===== config.mk =====
export PLATFORM = sky130hd
export DESIGN_NAME = rf_loader
export DESIGN_NICKNAME = d
export VERILOG_FILES = /design/src/rtl/rf_pkg.sv /design/src/rtl/rf_row_packer.sv /design/src/rtl/rf_loader.sv
export SDC_FILE = /design/constraint.sdc
export NUM_CORES = 1
export LEC_CHECK = 0
export ABC_CLOCK_PERIOD_IN_PS = 5050
export BUFFER_PORTS_ARGS = -buffer_cell sky130_fd_sc_hd__buf_2
export CAP_MARGIN = 40
export CORE_UTILIZATION = 50
export DETAILED_ROUTE_END_ITERATION = 8
export MAX_ROUTING_LAYER = met4
export PLACE_DENSITY = 0.82
export SYNTH_ARGS = -nofsm -noshare
export SYNTH_HDL_FRONTEND = slang
export SYNTH_HIERARCHICAL = 1
export SYNTH_SLANG_ARGS = --single-unit

===== constraint.sdc =====
create_clock -name CLK -period 5.05 [get_ports CLK]
set_input_delay 0.2525 -clock CLK [delete_from_list [all_inputs] [get_ports CLK]]
set_output_delay 0.2525 -clock CLK [all_outputs]
set_load 0.1 [all_outputs]

===== src/rtl/rf_pkg.sv =====
// Shared constants, FSM states and lane helpers for the RF write loader.
// Imported by rf_loader and rf_row_packer.
package rf_pkg;

    localparam int DW     = 16;
    localparam int LANES  = 16;
    localparam int ROWS   = 16;
    localparam int IDX_W  = 5;
    localparam int LANE_W = $clog2(LANES);
    localparam int ROW_W  = LANES * DW;

    typedef enum logic [2:0] {
        ST_IDLE,
        ST_FILL,
        ST_WR,
        ST_FLUSH,
        ST_DONE
    } state_e;

    // Extract lane k from a packed row.
    function automatic logic [DW-1:0] lane_slice(
        input logic [ROW_W-1:0] row,
        input int               k
    );
        return row[k*DW +: DW];
    endfunction

endpackage


===== src/rtl/rf_row_packer.sv =====
// Lane counter and row buffer: packs stream words into one RF row,
// zero-fills the tail on the last word and clears between rows.
module rf_row_packer
    import rf_pkg::*;
(
    input  logic             clk_i,
    input  logic             rst_ni,
    input  logic             clear_i,
    input  logic             push_i,
    input  logic             last_i,
    input  logic [DW-1:0]    data_i,
    output logic             full_o,
    output logic [ROW_W-1:0] row_o
);

    logic [LANE_W-1:0] cnt_q, cnt_d;
    logic [ROW_W-1:0]  row_q, row_d;

    // Next row: place the word in the current lane, zero later lanes on last.
    always_comb begin
        cnt_d = cnt_q;
        row_d = row_q;
        if (clear_i) begin
            cnt_d = '0;
            row_d = '0;
        end else if (push_i) begin
            cnt_d = cnt_q + LANE_W'(1);
            for (int k = 0; k < LANES; k++) begin
                if (LANE_W'(k) == cnt_q) begin
                    row_d[k*DW +: DW] = data_i;
                end else if (last_i && (LANE_W'(k) > cnt_q)) begin
                    row_d[k*DW +: DW] = '0;
                end else begin
                    row_d[k*DW +: DW] = lane_slice(row_q, k);
                end
            end
        end
    end

    // Lane counter and row buffer registers.
    always_ff @(posedge clk_i or negedge rst_ni) begin
        if (!rst_ni) begin
            cnt_q <= '0;
            row_q <= '0;
        end else begin
            cnt_q <= cnt_d;
            row_q <= row_d;
        end
    end

    assign full_o = (cnt_q == LANE_W'(LANES - 1));
    assign row_o  = row_q;

endmodule


===== src/rtl/rf_loader.sv =====
// Write-side sequencer for RF: packs a word stream into rows, writes them
// with an incrementing index, holds one flush cycle, then pulses DONE.
module rf_loader
    import rf_pkg::*;
(
    input  logic             CLK,
    input  logic             RSTN,
    input  logic             START,
    input  logic             S_VALID,
    output logic             S_READY,
    input  logic [DW-1:0]    S_DATA,
    input  logic             S_LAST,
    output logic             RF_EN,
    output logic             WRITE,
    output logic [IDX_W-1:0] IDX,
    output logic [ROW_W-1:0] RF_DATA,
    output logic             BUSY,
    output logic             DONE,
    output logic [IDX_W-1:0] ROWS_WR,
    output logic             OVF
);

    state_e           state_q, state_d;
    logic [IDX_W-1:0] row_cnt_q, row_cnt_d;
    logic [IDX_W-1:0] idx_q, idx_d;
    logic [IDX_W-1:0] rows_wr_q, rows_wr_d;
    logic             last_q, last_d;
    logic             ovf_q, ovf_d;
    logic             rdy_q, wr_q, en_q, busy_q, done_q;
    logic             hs;
    logic             row_full;
    logic             pk_clear;
    logic             at_top;

    assign hs     = (state_q == ST_FILL) & S_VALID;
    assign at_top = (row_cnt_q == IDX_W'(ROWS - 1));

    rf_row_packer u_packer (
        .clk_i   (CLK),
        .rst_ni  (RSTN),
        .clear_i (pk_clear),
        .push_i  (hs),
        .last_i  (S_LAST),
        .data_i  (S_DATA),
        .full_o  (row_full),
        .row_o   (RF_DATA)
    );

    // Next-state, counter and flag logic.
    always_comb begin
        state_d   = state_q;
        row_cnt_d = row_cnt_q;
        idx_d     = idx_q;
        rows_wr_d = rows_wr_q;
        last_d    = last_q;
        ovf_d     = ovf_q;
        pk_clear  = 1'b0;
        unique case (state_q)
            ST_IDLE: begin
                if (START) begin
                    state_d   = ST_FILL;
                    row_cnt_d = '0;
                    idx_d     = '0;
                    rows_wr_d = '0;
                    last_d    = 1'b0;
                    ovf_d     = 1'b0;
                    pk_clear  = 1'b1;
                end
            end
            ST_FILL: begin
                if (hs && (row_full || S_LAST)) begin
                    state_d = ST_WR;
                    idx_d   = row_cnt_q;
                    last_d  = last_q | S_LAST;
                end
            end
            ST_WR: begin
                row_cnt_d = row_cnt_q + IDX_W'(1);
                if (last_q || at_top) begin
                    state_d = ST_FLUSH;
                end else begin
                    state_d  = ST_FILL;
                    pk_clear = 1'b1;
                end
                if (at_top && !last_q) begin
                    ovf_d = 1'b1;
                end
            end
            ST_FLUSH: begin
                state_d   = ST_DONE;
                rows_wr_d = row_cnt_q;
                pk_clear  = 1'b1;
            end
            ST_DONE: begin
                state_d = ST_IDLE;
            end
            default: begin
                state_d = ST_IDLE;
            end
        endcase
    end

    // FSM state, counters and registered outputs decoded from next state.
    always_ff @(posedge CLK or negedge RSTN) begin
        if (!RSTN) begin
            state_q   <= ST_IDLE;
            row_cnt_q <= '0;
            idx_q     <= '0;
            rows_wr_q <= '0;
            last_q    <= 1'b0;
            ovf_q     <= 1'b0;
            rdy_q     <= 1'b0;
            wr_q      <= 1'b0;
            en_q      <= 1'b0;
            busy_q    <= 1'b0;
            done_q    <= 1'b0;
        end else begin
            state_q   <= state_d;
            row_cnt_q <= row_cnt_d;
            idx_q     <= idx_d;
            rows_wr_q <= rows_wr_d;
            last_q    <= last_d;
            ovf_q     <= ovf_d;
            rdy_q     <= (state_d == ST_FILL);
            wr_q      <= (state_d == ST_WR) || (state_d == ST_FLUSH);
            en_q      <= state_d inside {ST_FILL, ST_WR, ST_FLUSH};
            busy_q    <= (state_d != ST_IDLE);
            done_q    <= (state_d == ST_DONE);
        end
    end

    assign S_READY = rdy_q;
    assign WRITE   = wr_q;
    assign RF_EN   = en_q;
    assign BUSY    = busy_q;
    assign DONE    = done_q;
    assign IDX     = idx_q;
    assign ROWS_WR = rows_wr_q;
    assign OVF     = ovf_q;

endmodule


==> metrics.txt, run 1 <==
I/O Pins around 300; relative slew slack 0.282; Clk pwr share 0.309; clk_skew 0.00877 ns; dpl ws between 1.5 and 2 ns; Final HPWL DP between 20 and 25 mm; CP max FO a little over 200; TritonCTS buffer count 30; largest net degree at the start of global routing a little over 200; RSZ-0062 raised after global routing false; power per cell area about 520 mW/mm^2; Initial DRT Pass Iterations 5; final setup fails 0; # placed instances roughly 1700; Power Internal 4.42 mW; Peak VDD IR between 0.4 and 0.5 mV; hold buffers post-CTS 1; critical path, cell by cell ha_1 -> and3_1 -> ha_1 -> nor2_1 -> o21ai_0 -> a21oi_4 -> buf_12 -> a31o_2 -> o22ai_1; grt ovf 0; Final period util 0.658; die area around 0.025 sq mm; Top cell by count, worst path ha_1; Residual DRC 0; fin. max-slew vios 0; max cap viols 0; vias between 10000 and 15000; Horiz. Die Dim 158 microns; final hold viol count 0; Critical Path End Type flip-flop; Crit Path Class flip-flop to flip-flop; Leak between 7 and 8 nW; port buffer count slightly below 300; post-layout min period 3.32 ns; antenna violations before repair 0; row count 56; synthesized area between 0.01 and 0.015 sq mm; clk_lat worst skew approximately 0.55 ns; DR vias/cell 5.88; Synth Instances 1154; routability-driven placement congestion ratio between 0.8 and 0.9; Critical-path top delay cell buf_12; share of layout cells above drive strength 1 0.274; largest stage delay on the critical path a little over 0.5 ns; vias in the first global route around 9400; Post-Route WL about 36 mm; Largest delay share family, worst path compound AO/OA/AOI/OAI gates; Post-CTS Setup Repair Bufs 0; buffers plus inverters on the worst setup path 1; status finished clean; Area Overhead vs Synth 22.0%; Comb pwr share 0.352; CTS tree done; Hold Crit Class primary input to flip-flop; final worst-path setup slack 1.73 ns; Finished Layout Cells about 1700; Setup crit start kind flip-flop; first-iteration detailed-routing DRC count ~1000; core footprint between 0.02 and 0.025 sq mm; Worst-Margin Slew 1.08 ns; Switching Share 0.429; EDFF count, synth 0; Synthesized Nets approximately 1200; fin nets around 1400; fillers 1907; Worst-path clk slew 0.06 ns; first-pass GRT wire length around 54 mm; die height between 150 and 200 microns; Seq cells post-synth approximately 290; gr usage total 0.296; Critical Path AT approximately 3.7 ns; Detail Route Antenna Nets 0; post-cts sizing count 0; CTS Sinks roughly 290; sequential fraction of design power 0.340; worst path required time 5.46 ns; Cell variety after synth just over 60; fmax 301 MHz; syn avg cell area roughly 10 sq um; WL per Instance 21.0 microns; maximum root-to-sink buffer count 3; total power 7.74 mW; Initial Util 0.513; Post-synth top flop dfrtp_1; post-synthesis sequential area ratio 0.589; setup_tns 0 ns; synth warn 6; CTS H-tree lvls 1; clk root buf clkbuf_16; Post-synth ARST share 1.00; Psw roughly 3.3 mW
[final cells by class]
type / count / area, sq um / share of cell area
Sequential cell: 285 / 7130 / 0.483
Multi-Input combinational cell: 732 / 4380 / 0.296
Tap cell: 319 / 399 / 0.0270
Antenna cell: 1 / 2.50 / 0.000169
Timing Repair Buffer: 312 / 1670 / 0.113
Inverter: 27 / 101 / 0.00686
Clock inverter: 11 / 189 / 0.0128
Clock buffer: 44 / 905 / 0.0612
[worst min-delay path, cell delays in order]
cell	delay [ns]
buf_2	0.14
nor3_1	0.07
nor2_1	0.09
[layer usage]
metal	vias up	part of all wire	track usage
met5	-	0	-
met4	0	0.025	0.0980
met3	72	0.090	0.0652
met2	522	0.47	0.441
met1	5055	0.41	0.402
li1	4530	-	-
[sequential cells by signal (all words and copies together), names as in the netlist]
| signal | flops |
|---|---|
| u_packer/row_o | 256 |
| IDX | 5 |
| ROWS_WR | 5 |
| row_cnt_q | 5 |
| u_packer/cnt_q | 4 |
| state_q | 3 |
| BUSY | 1 |
| DONE | 1 |
| OVF | 1 |
| RF_EN | 1 |
| S_READY | 1 |
| WRITE | 1 |
| last_q | 1 |
[power groups by stage]
stage / Combinational (mW) / Clock, mW / Sequential [mW]
after floorplan: 1.09 / 0 / 3.69
after global placement: 2.64 / 0 / 2.65
after detailed placement: 2.70 / 0 / 2.66
after CTS: 2.70 / 2.42 / 2.63
after global routing: 2.85 / 2.53 / 2.65
final: 2.72 / 2.39 / 2.63
[per-stage QoR]
step | utilization | hold slack [ns] | instance area [sq um]
2_1_floorplan | - | -0.0431 | 12100
3_3_place_gp | 0.576 | 0.215 | 13600
3_5_place_dp | 0.579 | 0.216 | 13700
4_1_cts | 0.626 | 0.0227 | 14800
5_1_grt | 0.626 | 0.0474 | 14800
6_report | 0.626 | 0.0469 | 14800
[synth_stat cells, types with 15 or more instances]
cell type | n | share of area
dfrtp_1 | 285 | 0.59
o2bb2ai_1 | 16 | 0.012
a22oi_1 | 64 | 0.040
nand3_1 | 58 | 0.024
a22o_1 | 40 | 0.029
nand2b_1 | 18 | 0.0093
o31ai_1 | 48 | 0.030
nor2_1 | 62 | 0.019
o32ai_1 | 16 | 0.012
inv_1 | 27 | 0.0084
buf_2 | 33 | 0.014
o22ai_1 | 17 | 0.0088
and2_1 | 15 | 0.0077
mux2i_1 | 18 | 0.015
o21ai_0 | 19 | 0.0079
nand2_1 | 175 | 0.054
a21oi_1 | 69 | 0.029
nor2b_1 | 21 | 0.011
clkbuf_1 | 63 | 0.020
[cell usage in the layout, fill, tap and decap left out, types with 17 or more instances in the layout]
cell and count:
inv_1 27, dfrtp_1 285, a22oi_1 64, clkbuf_16 31, o21ai_0 19, nand2_1 175, nand2b_1 18, nor2_1 62
mux2i_1 18, o22ai_1 17, buf_2 291, a22o_1 40, nand3_1 58, nor2b_1 21, a21oi_1 67, o31ai_1 48
[cell families (layout without fill, tap and decap cells)]
group | Yosys count | in the layout | share of synthesized area
adder cells (fa/ha/maj) | 5 | 5 | 0.00517
other | 0 | 1 | 0
buffers and inverters | 137 | 394 | 0.0509
AND/OR/NAND/NOR | 386 | 386 | 0.152
XOR/XNOR | 3 | 3 | 0.00217
multiplexers | 19 | 19 | 0.0158
AO/OA/AOI/OAI | 319 | 319 | 0.185
flip-flops | 285 | 285 | 0.589
[path summary, 6_finish.rpt]
kind                                    start  depth (start not counted)  slack (ns)             endpoint
min reg2reg                u_packer/row_o[74]                          2        0.47   u_packer/row_o[74]
min                                     START                          3        0.05                 BUSY
min in group asynchronous                RSTN                          2        0.23  u_packer/row_o[139]
max reg2reg                      row_cnt_q[0]                          9        1.73  u_packer/row_o[233]
max in group asynchronous                RSTN                          3        3.62   u_packer/row_o[16]
max                              row_cnt_q[0]                          9        1.73  u_packer/row_o[233]
Note: power is estimated with default switching activity, not from simulation.
==> inputs of run 2 (changes only) <==
Settings changed: ABC_AREA set to 1, ABC_CLOCK_PERIOD_IN_PS 5050 to 3040, CORE_UTILIZATION 50 to 48, PLACE_DENSITY 0.82 to 0.83.
Clock period 5.05 ns to 3.04 ns, I/O delays scaled along.
==> run 2 against run 1 <==
Final cell count increased by 15%; critical endpoint is now u_packer/row_o[62]; largest power group unchanged; synthesized area down 0.68%; core utilization decreased by 2.3 points.
==> metrics.txt, run 2 <==
Worst R2R Setup Slack 0.30 ns (was 1.73 ns); maximum root-to-sink buffer count 3 (unchanged); port buffer count 292 (unchanged); EDFF count, synth 0 (unchanged); post-route cell area 0.0147 sq mm (was 0.0148 sq mm); total power 14.0 mW (was 7.74 mW); commonest cells after routing, fill and taps aside nand2_1, buf_2, dfrtp_1 (was buf_2, dfrtp_1, nand2_1); Leak 8.65 nW (was 7.41 nW); Post-synth ARST share 1.00 (unchanged); WP depth 14 (was 9); grt ovf 0 (unchanged); most common library cells after synthesis nand2_1, dfrtp_1, nand4_1 (was dfrtp_1, nand2_1, a21oi_1); gr usage total 0.294 (was 0.296); Residual DRC 0 (unchanged); Critical Path AT 3.15 ns (was 3.73 ns); worst path required time 3.46 ns (was 5.46 ns); max FFs per register 256 (unchanged); final hold viol count 0 (unchanged); hold path depth 3 (unchanged); final hold slack 0.0226 ns (was 0.0469 ns); first-iteration detailed-routing DRC count 1117 (was 1007); CTS Sinks 285 (unchanged); critical path, cell by cell ha_1 -> nand2_1 -> nor2_1 -> ha_1 -> nor2_1 -> nand2_1 -> nand3_1 -> inv_4 -> o21ai_0 -> nand2_1 -> nand2_1 -> nand2_2 -> nand2_1 -> nand2_1 (was ha_1 -> and3_1 -> ha_1 -> nor2_1 -> o21ai_0 -> a21oi_4 -> buf_12 -> a31o_2 -> o22ai_1); Horiz. Die Dim 160 microns (was 158 microns); clk root buf clkbuf_16 (unchanged); Post-Place Cell Area 0.0137 sq mm (about the same); Top cell by count, worst path nand2_1 (was ha_1); max cap viols 0 (unchanged); Peak VDD IR 0.617 mV (was 0.494 mV); fin nets 1665 (was 1414); Clk pwr share 0.266 (was 0.309); Power Internal 7.21 mW (was 4.42 mW); Initial Util 0.492 (was 0.513); Synth Instances 1385 (was 1154); worst hold endpoint u_packer/row_o[18] (was BUSY); I/O Pins 293 (unchanged); Final HPWL DP 24.9 mm (was 23.2 mm); Post-synth top flop dfrtp_1 (unchanged); synth warn 6 (unchanged); share of layout cells above drive strength 1 0.239 (was 0.274); vias 11100 (was 10200); antenna violations before repair 0 (unchanged); Post-CTS Setup Repair Bufs 0 (unchanged); routability-driven placement congestion ratio 0.852 (about the same); CP max FO 34 (was 204); Hold Crit Class primary input to flip-flop (unchanged); commonest non-fill, non-tap cell in the layout nand2_1 (was buf_2); sequential fraction of design power 0.314 (was 0.340); clk_lat worst skew 0.54 ns (was 0.55 ns); final setup fails 0 (unchanged); setup_tns 0 ns (unchanged); largest net degree at the start of global routing 111 (was 205); relative slew slack 0.376 (was 0.282); DR vias/cell 5.61 (was 5.88); Post-Route WL 36.9 mm (was 36.3 mm); critical hold path startpoint S_DATA[2] (was START); post-synth top area cell dfrtp_1 (unchanged); Worst-path clk slew 0.06 ns (about the same); Final period util 0.900 (was 0.658); fin. max-slew vios 0 (unchanged); vias in the first global route 10800 (was 9376); synthesized area 0.0120 sq mm (was 0.0121 sq mm); core footprint 0.0245 sq mm (was 0.0236 sq mm); die area 0.0257 sq mm (was 0.0248 sq mm); die height 160 microns (was 158 microns); Crit Path Class flip-flop to flip-flop (unchanged); Worst-Margin Slew 0.936 ns (was 1.08 ns); WL per Instance 18.6 microns (was 21.0 microns); syn avg cell area 8.68 sq um (was 10.5 sq um); Setup crit start kind flip-flop (unchanged); largest stage delay on the critical path 0.41 ns (was 0.51 ns); Psw 6.82 mW (was 3.32 mW); Critical-path top delay cell dfrtp_1 (was buf_12); CTS H-tree lvls 1 (unchanged); power per cell area 951 mW/mm^2 (was 524 mW/mm^2); Seq cells post-synth 285 (unchanged); count leader, synth nand2_1 (was dfrtp_1); post-synthesis sequential area ratio 0.593 (was 0.589); top cell type's share of synthesized area 0.593 (was 0.589); status finished clean (unchanged); clk_skew 0.00710 ns (was 0.00877 ns); ant diodes 0 (was 1); Critical Path End Type flip-flop (unchanged); Initial DRT Pass Iterations 5 (unchanged); reg2reg path depth 14 (was 9); Worst R2R Start row_cnt_q[0] (unchanged); Switching Share 0.486 (was 0.429); Largest delay share family, worst path simple AND/OR/NAND/NOR gates (was compound AO/OA/AOI/OAI gates); first-pass GRT wire length 58.1 mm (was 54.4 mm); reg-to-reg endpoint u_packer/row_o[62] (was u_packer/row_o[233]); RSZ-0062 raised after global routing false (unchanged); top cells by area, synth dfrtp_1, nand2_1, nand4_1, buf_2, nand3_1 (was dfrtp_1, nand2_1, a22oi_1, o31ai_1, a22o_1); Area Overhead vs Synth 22.6% (was 22.0%); TritonCTS buffer count 29 (was 30); fmax 366 MHz (was 301 MHz); Synthesized Nets 1411 (was 1180); CTS tree done (unchanged); Detail Route Antenna Nets 0 (unchanged); Comb pwr share 0.420 (was 0.352); row count 57 (was 56); Cell variety after synth 31 (was 61); buffers plus inverters on the worst setup path 1 (unchanged); post-layout min period 2.74 ns (was 3.32 ns)
==> run 2: layout make-up <==
type / count / area [sq um]
flip-flops and latches: 285 / 7130
well taps: 324 / 405
multi-input cells: 948 / 4240
clock buffers: 35 / 778
fillers: 2021 / 9720
inverters: 57 / 218
clock inverters: 18 / 226
repair buffers: 318 / 1740
==> run 2: tightest hold or removal path, delay by kind of cell <==
family        cells  cell delay (ns)
buf+inv           1             0.19
simple gates      2             0.17
==> run 2: routing by layer <==
layer,vias up,routed length [microns],track usage
li1,4993,-,-
met1,5323,14300,0.380
met2,682,17500,0.458
met3,130,3440,0.0486
met4,0,1710,0.133
met5,-,0,-
==> run 2: timing repair <==
item	4_1_cts	5_1_grt
setup endpoints to repair	0	93
hold endpoints to repair	127	0
gates resized for setup	0	6
hold buffers	7	0
==> run 2: cell families after synthesis <==
| group | synth area share |
|---|---|
| AOI/OAI and AO/OA | 0.0373 |
| adders and majority gates | 0.00520 |
| buffers and inverters | 0.0557 |
| DFF | 0.593 |
| and+or+nand+nor | 0.309 |
==> run 2: power by group through the flow <==
stage	Clock [mW]	Combinational, mW	Sequential, mW
final	3.73	5.89	4.40
after CTS	3.80	5.80	4.39
after detailed placement	0	5.78	4.46
after global placement	0	5.68	4.45
after floorplan	0	2.15	6.84
after global routing	3.95	6.18	4.44
==> run 2: how the worst max path moves through the flow <==
stage | from | slack, ns | endpoint
6_report | row_cnt_q[0] | 0.30 | u_packer/row_o[62]
5_1_grt | row_cnt_q[0] | 0.07 | u_packer/row_o[62]
4_1_cts | row_cnt_q[0] | 0.15 | u_packer/row_o[62]
3_5_place_dp | row_cnt_q[0] | 0.19 | u_packer/row_o[61]
3_3_place_gp | row_cnt_q[0] | 0.33 | u_packer/row_o[58]
2_1_floorplan | row_cnt_q[0] | 0.84 | u_packer/row_o[165]
==> run 2: per-stage QoR <==
stage | utilization | instances | setup WS (ns)
6_report | 0.603 | 1985 | 0.304
4_1_cts | 0.602 | 1985 | 0.146
5_1_grt | 0.603 | 1985 | 0.0669
3_3_place_gp | 0.557 | 1924 | 0.325
3_5_place_dp | 0.558 | 1925 | 0.186
2_1_floorplan | - | 1385 | 0.845
==> inputs of run 3 (changes only) <==
Settings changed: MAX_ROUTING_LAYER met4 to unset.
==> run 3 against run 2 <==
Combinational power about the same; flip-flop and latch count unchanged; clock power about the same; non-clock buffer count unchanged; via count decreased by 0.27%; power decreased by 0.21%; largest cell class unchanged; fmax decreased by 5.7%; clock-buffer cell count unchanged.
==> metrics.txt, run 3 (same netlist as run 2, synthesis figures left out) <==
status finished clean (unchanged); Crit Path Class flip-flop to flip-flop (unchanged); fin nets 1665 (unchanged); Leak 8.65 nW (about the same); commonest non-fill, non-tap cell in the layout nand2_1 (unchanged); fillers 2024 (was 2021); worst path required time 3.51 ns (was 3.46 ns); hold path depth 3 (unchanged); gr usage total 0.285 (was 0.294); port buffer count 292 (unchanged); relative slew slack 0.380 (was 0.376); Worst R2R Start row_cnt_q[0] (unchanged); Peak VDD IR 0.617 mV (about the same); met3 Usage GRT 0.0548 (was 0.0486); Critical Path AT 3.37 ns (was 3.15 ns); Worst-Margin Slew 0.931 ns (was 0.936 ns); clk_lat worst skew 0.54 ns (about the same); Critical Path End Type flip-flop (unchanged); sequential fraction of design power 0.314 (about the same); antenna violations before repair 0 (unchanged); vias in the first global route 10700 (was 10800); Final HPWL DP 24.9 mm (unchanged); post-layout min period 2.90 ns (was 2.74 ns); Post-Route WL 36.9 mm (about the same); Comb pwr share 0.419 (was 0.420); RSZ-0062 raised after global routing true (was false); Residual DRC 0 (unchanged); vias 11100 (about the same); commonest cells after routing, fill and taps aside nand2_1, buf_2, dfrtp_1 (unchanged); Final period util 0.954 (was 0.900); clk_skew 0.00998 ns (was 0.00710 ns); TritonCTS buffer count 29 (unchanged); Setup crit start kind flip-flop (unchanged); final hold viol count 0 (unchanged); GR Layer Usage met1 0.377 (was 0.380); final worst-path setup slack 0.140 ns (was 0.304 ns); worst hold endpoint u_packer/row_o[225] (was u_packer/row_o[18]); CTS Sinks 285 (unchanged); grt met2 use 0.457 (was 0.458); die height 160 microns (unchanged); Horiz. Die Dim 160 microns (unchanged); clk root buf clkbuf_16 (unchanged); Area Overhead vs Synth 22.5% (was 22.6%); routability-driven placement congestion ratio 0.839 (was 0.852); Detail Route Antenna Nets 0 (unchanged); reg-to-reg endpoint u_packer/row_o[143] (was u_packer/row_o[62]); Power Internal 7.19 mW (was 7.21 mW); largest net degree at the start of global routing 111 (unchanged); CTS H-tree lvls 1 (unchanged); post-route cell area 0.0147 sq mm (about the same); die area 0.0257 sq mm (unchanged); DR vias/cell 5.59 (was 5.61); Worst R2R Setup Slack 0.14 ns (was 0.30 ns); CP max FO 34 (unchanged); fmax 345 MHz (was 366 MHz); max cap viols 0 (unchanged); maximum root-to-sink buffer count 3 (unchanged); Post-CTS Setup Repair Bufs 0 (unchanged); Switching Share 0.486 (about the same); Initial Util 0.492 (unchanged); I/O Pins 293 (unchanged); first-iteration detailed-routing DRC count 1251 (was 1117); Hold Crit Class primary input to flip-flop (unchanged); grt ovf 0 (unchanged); Worst-path clk slew 0.06 ns (about the same); final setup fails 0 (unchanged); Initial DRT Pass Iterations 6 (was 5); ant diodes 0 (unchanged); max FFs per register 256 (unchanged); row count 57 (unchanged); reg2reg path depth 12 (was 14); first-pass GRT wire length 58.1 mm (about the same); Clk pwr share 0.267 (was 0.266); Psw 6.80 mW (was 6.82 mW); CTS tree done (unchanged); WL per Instance 18.6 microns (about the same); Most Crowded Layer GR met2 (unchanged); power per cell area 950 mW/mm^2 (was 951 mW/mm^2); fin. max-slew vios 0 (unchanged); critical hold path startpoint S_DATA[1] (was S_DATA[2]); share of layout cells above drive strength 1 0.237 (was 0.239); dpl ws 0.186 ns (unchanged); core footprint 0.0245 sq mm (unchanged); Post-Place Cell Area 0.0137 sq mm (unchanged)
## run 3: worst max-delay path, cell delays in order, from the launching register on
cell and delay (ns):
dfrtp_1 0.39, ha_1 0.19, nand2_1 0.07, nor2_1 0.09, ha_1 0.17, nor2_1 0.07
nand2_1 0.06, nand3_1 0.25, inv_4 0.38, nand2_1 0.14, o21ai_2 0.72, nand2_1 0.16
nand2_1 0.12
## run 3: cell type report
cell class                      instances  area, sq um  share of cell area
Clock inverter                         18          226              0.0154
Tap cell                              324          405              0.0275
Timing Repair Buffer                  318         1740               0.118
Multi-Input combinational cell        948         4230               0.287
Clock buffer                           35          778              0.0528
Sequential cell                       285         7130               0.484
Inverter                               57          218              0.0148
## run 3: worst max path at each step
stage | from | to | slack, ns | depth (start not counted)
after CTS | row_cnt_q[0] | u_packer/row_o[62] | 0.15 | 13
after global routing | row_cnt_q[0] | u_packer/row_o[143] | -0.12 | 12
final | row_cnt_q[0] | u_packer/row_o[143] | 0.14 | 12
after floorplan | row_cnt_q[0] | u_packer/row_o[165] | 0.84 | 14
after detailed placement | row_cnt_q[0] | u_packer/row_o[61] | 0.19 | 13
after global placement | row_cnt_q[0] | u_packer/row_o[58] | 0.33 | 13
## run 3: metal layers
layer | up-vias | part of all wire | wire (microns)
li1 | 5001 | - | -
met1 | 5299 | 0.39 | 14300
met2 | 680 | 0.47 | 17500
met3 | 118 | 0.095 | 3500
met4 | 0 | 0.045 | 1640
met5 | - | 0 | 0
## run 3: what timing repair did
| item | in CTS | in global routing |
|---|---|---|
| hold buffers | 7 | 0 |
| setup endpoints to repair | 0 | 93 |
| gates resized for setup | 0 | 1 |
| endpoints found under the hold margin | 127 | 0 |
## run 3: power by group through the flow
stage / logic [mW] / registers [mW] / clock network, mW
2_1_floorplan: 2.15 / 6.84 / 0
3_3_place_gp: 5.68 / 4.45 / 0
3_5_place_dp: 5.78 / 4.46 / 0
4_1_cts: 5.80 / 4.39 / 3.80
5_1_grt: 6.16 / 4.44 / 3.95
6_report: 5.86 / 4.40 / 3.73
## run 3: stage by stage
step / instances / hold slack (ns) / utilization / setup TNS [ns] / power (mW)
3_3_place_gp: 1924 / 0.285 / 0.557 / 0 / 10.1
6_report: 1985 / 0.0248 / 0.602 / 0 / 14.0
5_1_grt: 1985 / 0.00380 / 0.602 / -5.03 / 14.5
4_1_cts: 1985 / 0.000432 / 0.602 / 0 / 14.0
3_5_place_dp: 1925 / 0.292 / 0.558 / 0 / 10.2
2_1_floorplan: 1385 / -0.144 / - / 0 / 8.99
